<file path="src/rtl/bcd_serial_adder.sv">
// Digit-serial BCD adder: one decimal digit per clock, with a valid/ready handshake on both sides.
// Define BCD_SERIAL_ADDER_SUB_EN to add nines-complement subtraction; without it, sub is ignored.
module bcd_serial_adder #(
  parameter int DIGITS = 4
) (
  input  logic                  clk,
  input  logic                  rst,
  input  logic                  in_valid,
  output logic                  in_ready,
  input  logic [4*DIGITS-1:0]   a,
  input  logic [4*DIGITS-1:0]   b,
  input  logic                  cin,
  input  logic                  sub,
  output logic                  out_valid,
  input  logic                  out_ready,
  output logic [4*DIGITS-1:0]   sum,
  output logic                  cout,
  output logic                  err
);

  localparam int W  = 4 * DIGITS;
  localparam int IW = $clog2(DIGITS + 1);

  // state   | meaning
  // S_IDLE  | waiting for operands, in_ready=1
  // S_RUN   | one digit per cycle, then one cycle to register cout
  // S_DONE  | result held until out_ready
  typedef enum logic [1:0] {S_IDLE, S_RUN, S_DONE} state_t;

  state_t          r_state;
  logic [W-1:0]    r_a;
  logic [W-1:0]    r_b;
  logic [W-1:0]    r_sum;
  logic [IW-1:0]   r_idx;
  logic            r_c;
  logic            r_cout;
  logic            r_err;
  logic            r_in_ready;
  logic            r_out_valid;

  logic [3:0]      w_b_d;
  logic [4:0]      w_t;
  logic            w_gt9;
  logic [3:0]      w_digit;
  logic [W-1:0]    w_ins;
  logic            w_err_in;
  logic            w_c_init;

`ifdef BCD_SERIAL_ADDER_SUB_EN
  logic            r_sub;
  assign w_b_d    = r_sub ? (4'd9 - r_b[3:0]) : r_b[3:0];
  assign w_c_init = sub ? ~cin : cin;
`else
  logic            w_unused_sub;
  assign w_unused_sub = sub;
  assign w_b_d    = r_b[3:0];
  assign w_c_init = cin;
`endif

  // Operands shift right one digit per cycle; the result digit enters at the top.
  assign w_t     = {1'b0, r_a[3:0]} + {1'b0, w_b_d} + {4'b0000, r_c};
  assign w_gt9   = (w_t > 5'd9);
  assign w_digit = w_gt9 ? (w_t[3:0] + 4'd6) : w_t[3:0];
  assign w_ins   = W'(w_digit) << (W - 4);

  always_comb begin
    w_err_in = 1'b0;
    for (int i = 0; i < DIGITS; i++) begin
      if ((a[4*i +: 4] > 4'd9) || (b[4*i +: 4] > 4'd9)) w_err_in = 1'b1;
    end
  end

  always_ff @(posedge clk) begin
    if (rst) begin
      r_state     <= S_IDLE;
      r_a         <= '0;
      r_b         <= '0;
      r_sum       <= '0;
      r_idx       <= '0;
      r_c         <= 1'b0;
      r_cout      <= 1'b0;
      r_err       <= 1'b0;
      r_in_ready  <= 1'b1;
      r_out_valid <= 1'b0;
`ifdef BCD_SERIAL_ADDER_SUB_EN
      r_sub       <= 1'b0;
`endif
    end else begin
      case (r_state)
        S_IDLE: begin
          if (in_valid) begin
            r_a        <= a;
            r_b        <= b;
            r_c        <= w_c_init;
            r_err      <= w_err_in;
            r_idx      <= '0;
            r_in_ready <= 1'b0;
            r_state    <= S_RUN;
`ifdef BCD_SERIAL_ADDER_SUB_EN
            r_sub      <= sub;
`endif
          end
        end
        S_RUN: begin
          if (r_idx == IW'(DIGITS)) begin
            r_cout      <= r_c;
            r_out_valid <= 1'b1;
            r_state     <= S_DONE;
          end else begin
            r_sum <= (r_sum >> 4) | w_ins;
            r_a   <= r_a >> 4;
            r_b   <= r_b >> 4;
            r_c   <= w_gt9;
            r_idx <= r_idx + 1'b1;
          end
        end
        S_DONE: begin
          if (out_ready) begin
            r_out_valid <= 1'b0;
            r_in_ready  <= 1'b1;
            r_state     <= S_IDLE;
          end
        end
        default: r_state <= S_IDLE;
      endcase
    end
  end

  assign in_ready  = r_in_ready;
  assign out_valid = r_out_valid;
  assign sum       = r_sum;
  assign cout      = r_cout;
  assign err       = r_err;

endmodule
</file>
<file path="config.mk">
export PLATFORM = sky130hd
export DESIGN_NAME = bcd_serial_adder
export DESIGN_NICKNAME = d
export VERILOG_FILES = /design/src/rtl/bcd_serial_adder.sv
export SDC_FILE = /design/constraint.sdc
export NUM_CORES = 1
export LEC_CHECK = 0
export ABC_AREA = 1
export CORE_MARGIN = 4
export CORE_UTILIZATION = 45
export CTS_CLUSTER_SIZE = 40
export DETAILED_ROUTE_END_ITERATION = 6
export PLACE_DENSITY = 0.75
export SLEW_MARGIN = 20
export SYNTH_ARGS = -nofsm -noshare
export SYNTH_HDL_FRONTEND = slang
export SYNTH_SLANG_ARGS = --single-unit
</file>
<file path="constraint.sdc">
create_clock -name clk -period 2.23 [get_ports clk]
set_clock_uncertainty 0.15 [all_clocks]
set_input_delay 0.446 -clock clk [delete_from_list [all_inputs] [get_ports clk]]
set_output_delay 0.446 -clock clk [all_outputs]
set_load 0.02 [all_outputs]
</file>
Word level (Yosys, flattened, before mapping)

Index checks and enable logic that the tools add are counted.

Input bits: 38
Flip-flop bits (word level): 58
Logic and storage cells: 74
Output and inout port bits: 20

Bitwise operators: 2
Reductions and logical operators: 15
$add $sub $neg: 4
Muxes and demuxes: 27
$lt $le $gt $ge: 9
Equality and inequality tests: 7

Operators by type and width:

| cell                  | count |
|---|---|
| $mux W16              | 4 |
| $pmux W16 S2          | 2 |
| $gt A4 B4 Y1 const B  | 8 |
| $or A12 B16 Y16       | 1 |
| $reduce_and A3 Y1     | 4 |
| $mux W1               | 10 |
| $ne A2 B2 Y1 const B  | 4 |
| $mux W2               | 3 |
| $mux W3               | 2 |
| $pmux W1 S2           | 3 |
| $pmux W2 S3           | 1 |
| $pmux W3 S2           | 1 |
| $reduce_and A2 Y1     | 3 |
| $reduce_bool A2 Y1    | 3 |
| $add A4 B4 Y5         | 1 |
| $add A5 B1 Y5         | 1 |
| $gt A5 B4 Y1 const B  | 1 |
| $add A4 B3 Y4 const B | 1 |
| $logic_or A1 B1 Y1    | 4 |
| $mux W4               | 1 |
| $add A3 B1 Y3 const B | 1 |
| $eq A3 B3 Y1 const B  | 1 |
| $eq A2 B1 Y1 const B  | 1 |
| $eq A2 B2 Y1 const B  | 1 |
| other kinds (2)       | 2 |

Longest topological paths before layout

Depth after elaboration: 6
Gate-level depth with buffers: 15
Gate-level depth less buffers: 15

Least setup slack after synthesis

Ideal clock, no wire load.

Path type: reg-to-reg
From: register r_a[0]
To: register r_sum[13], in the netlist sum[13]
Stages on the path, launching flop included: 13
Buffers on the path: 0
Slack: -0.130 ns
Library setup time: 0.117 ns
Arrival: 2.093 ns
Cell sequence: dfxtp_1 fa_1 fa_1 inv_1 ha_1 inv_1 nor2_1 a21oi_1 nand2_1 nand3_1 nand2_1 nor2_1 nor2_1

Cells in the longest elaborated chain, start to end: 5

RTL lines:

| element                                       | line   | source |
|---|---|---|
| start: declaration                            | 31     | `logic [W-1:0] r_a;` |
| start signal: assignment                      | 111    | `r_a <= r_a >> 4;` |
| $add A4 B4 Y5 *                               | 61     | `assign w_t = {1'b0, r_a[3:0]} + {1'b0, w_b_d} + {4'b0000, r_c};` |
| $add A5 B1 Y5 *                               | 61     |  |
| $add A4 B3 Y4 or $gt A5 B4 Y1 (tied branches) | 63, 62 |  |
| $mux W4 *                                     | 63     | `assign w_digit = w_gt9 ? (w_t[3:0] + 4'd6) : w_t[3:0];` |
| $or A12 B16 Y16 *                             | 110    | `r_sum <= (r_sum >> 4) \| w_ins;` |
| end signal: assignment                        | 110    |  |
| end: declaration                              | 33     | `logic [W-1:0] r_sum;` |

Mark *: on every way between the ends. The rest lies on a longest branch, timed or not.
A chain may end at the register's enable or synchronous reset.

Worst setup path in the final report

From: register r_b[0]
To: register r_sum[14], in the netlist sum[14]

Cells in the longest elaborated chain, start to end: 5

RTL lines:

| element                                       | line   | source |
|---|---|---|
| start: declaration                            | 32     | `logic [W-1:0] r_b;` |
| start signal: assignment                      | 112    | `r_b <= r_b >> 4;` |
| $add A4 B4 Y5 *                               | 61     |  |
| $add A5 B1 Y5 *                               | 61     |  |
| $add A4 B3 Y4 or $gt A5 B4 Y1 (tied branches) | 63, 62 |  |
| $mux W4 *                                     | 63     |  |
| $or A12 B16 Y16 *                             | 110    |  |

Marked as above.

==> flow_metrics.py <==
metrics = {
    "power_and_ir_drop": {
        "p_int_w": 0.00197,
        "seqPwrFrac_pct": 42.1,
        "p_sw_w": 0.000847,
        "sw_frac_of_total_pct": 30.0,
        "powerDensity_nw_per_um2": 800,
        "p_leak_nw": 1.43,
        "power_frac_comb_pct": 25.4,
        "ir_drop_uv": 380,
        "clkPwrFrac_pct": 32.6,
    },
    "clock_tree": {
        "cts_root_buf": "clkbuf_8",
        "h-tree-depth": 3,
        "cts_inserted_buffers": 9,
        "clk_latency_ps": 340,
        "path_clk_slew_ps": 60,
        "cts_sinks": 58,
        "cts_buffer_depth": 2,
        "ctsHoldBuffers": 0,
        "tritoncts": "yes",
    },
    "die": {
        "die_w_um": 83.9,
        "dieArea_um2": 7040,
        "die_h_um": 83.9,
        "fp-row-count": 27,
        "design.core.area_um2": 5540,
        "pin_count": 58,
        "start_util_pct": 46.8,
    },
    "worst_setup_path": {
        "cp-start-kind": "flip-flop",
        "critPathLaunch": "r_b[0]",
        "critPathKind": "flip-flop to flip-flop",
        "path_max_fanout": 6,
        "regToRegSetupSlack_ps": -130,
        "end_kind": "flip-flop",
        "critical_path_required_ps": 2310,
        "reg2reg_to": "sum[14]",
        "rr_startpoint": "r_b[0]",
        "reg2regPathDepth": 12,
        "worst-endpoint-arrival_ps": 2440,
    },
    "synth": {
        "ys.flop_type": "dfxtp_1",
        "syn_avg_cell_area_um2": 7.43,
        "syn_nets": 395,
        "ys_ff_latch": 58,
        "yosysWarnings": 0,
        "syn_area_um2": 2590,
        "async_reset_ff_share_pct": 0,
        "synth_cells": 349,
        "synth_edf_count": 0,
        "ys_types": 25,
        "yosysSeqAreaShare_pct": 44.8,
    },
    "status": {
        "failed_checks": "setup timing",
        "status": "finished with violations",
    },
    "drt": {
        "drt_iter0_markers": 80,
        "via_count": 2494,
        "wl_per_cell_um": 12.5,
        "ant_nets": 0,
        "wl_um": 6140,
        "vias_per_cell": 5.09,
        "drc": 0,
        "drtPass1Iterations": 4,
    },
    "sta": {
        "max_freq_mhz": 424,
        "slew_viol_final": 0,
        "setup_viol": 4,
        "fin_tns_setup_ps": -417,
        "worst_slew_pin_slew_ps": 465,
        "rsz0062_at_grt": "yes",
        "relSlewSlack_pct": 69.0,
        "fin_crit_ps": 2360,
        "min_period_over_period_pct": 106,
        "layout_setup_ws_ps": -126,
        "hold_violations": 0,
    },
    "placed_design": {
        "io_buffers": 56,
        "dp_hpwl_um": 4290,
        "pre_cts_slack_ps": -174,
        "gp_congestion": 0.877,
        "placed_area_um2": 3270,
    },
    "global_routing": {
        "grt_overflow_total": 0,
        "grt_pass1_vias": 2320,
        "grt_start_max_net_pins": 39,
        "grtUsageTotal_pct": 18.2,
        "antenna_found_initial": 0,
        "grt_pass1_wl_um": 10300,
    },
    "run": {
        "cap_violations": 0,
    },
    "cells_and_area": {
        "mostFrequentLayoutCell": "nand2_1",
        "fin_nets": 459,
        "synthToLayoutAreaGrowth_pct": 36.0,
        "seqCellArea_um2": 1160,
        "multi_input_area_um2": 1310,
        "most-common-layout-cells": "nand2_1 (83), dfxtp_1 (56), clkdlybuf4s50_1 (56)",
        "stdcell_area_um2": 3530,
        "drive_gt1_share_pct": 13.2,
        "antennaDiodeCount": 0,
        "nFillCells": 509,
    },
    "min_path": {
        "hold_end": "in_ready",
        "min_path_type": "flip-flop to flip-flop",
        "hold_start": "in_ready",
        "hold_depth": 2,
    },
}
==> routing by layer <==
layer	vias up	track usage, %	wire length, um
met5	-	0	0
met4	0	7.75	117
met3	13	5.03	339
met2	57	31.4	3100
met1	1132	20.9	2590
li1	1292	-	-
==> what timing repair did <==
item	CTS	global route
setup endpoints to repair	4	4
resized for setup	5	10
setup buffers	3	0
gates cloned	0	0
pin swaps	11	9
==> worst max-delay path, stage by stage (launching register included) <==
cell	delay [ps]
dfxtp_2	330
fa_2	410
fa_2	560
inv_2	50
ha_4	160
inv_4	60
nor2_4	30
a21oi_2	110
nand2_2	110
nand3_1	90
nand2_1	50
nor2_1	100
nor2_1	40
==> power by group through the flow <==
stage | sequential (W) | combinational, W | clock, W
floorplan | 0.00123 | 0.000358 | 0
detailed placement | 0.00121 | 0.000625 | 0
CTS | 0.00119 | 0.000669 | 0.000936
global placement | 0.00120 | 0.000612 | 0
finish | 0.00119 | 0.000715 | 0.000919
global route | 0.00120 | 0.000793 | 0.000979
==> cell families (layout without fill, tap and decap cells) <==
logic type      Yosys count  count (layout)  synth area share, %
simple gates            146             146                 23.7
buf+inv                  39             108                 6.80
flops                    58              58                 44.8
compound gates           98              98                 20.3
fa+ha+maj                 8               8                 4.44
==> registers in the layout, summed over array words and instances, names as in the netlist <==
signal     flops
cout           1
err            1
in_ready       1
out_valid      1
r_a           16
r_b           16
r_c            1
r_idx          3
r_state        2
sum           16
==> worst max-delay path by stage <==
stage,to,depth (start not counted)
global route,sum[15],15
finish,sum[14],12
floorplan,sum[13],12
CTS,sum[15],13
global placement,sum[13],12
detailed placement,sum[15],15
==> synth_stat cells, types with 4 or more instances <==
cell type	n	area, um^2
a21oi_1	21	105
clkbuf_1	7	26.3
ha_1	6	75.1
inv_1	17	63.8
nand2_1	88	330
inv_2	4	15.0
o21ai_0	49	245
buf_2	6	30.0
dfxtp_1	58	1160
a31oi_1	24	150
nor2_1	36	135
nand3_1	14	70.1
==> layout make-up <==
cell class | instances | share of cell area [%]
clock buffers | 11 | 3.72
clock inverters | 5 | 1.56
inverters | 21 | 2.31
multi-input cells | 252 | 37.1
flip-flops and latches | 58 | 33.0
well taps | 72 | 2.55
repair buffers | 71 | 19.8
==> per-stage QoR <==
step / hold slack [ps] / std cells / utilization [%] / power, W
floorplan: 289 / 349 / - / 0.00159
global placement: 295 / 471 / 59.0 / 0.00182
detailed placement: 302 / 471 / 59.0 / 0.00183
CTS: 313 / 490 / 63.1 / 0.00279
global route: 331 / 490 / 63.7 / 0.00297
finish: 312 / 490 / 63.7 / 0.00282
No activity file was read; power rests on OpenSTA's default activity.
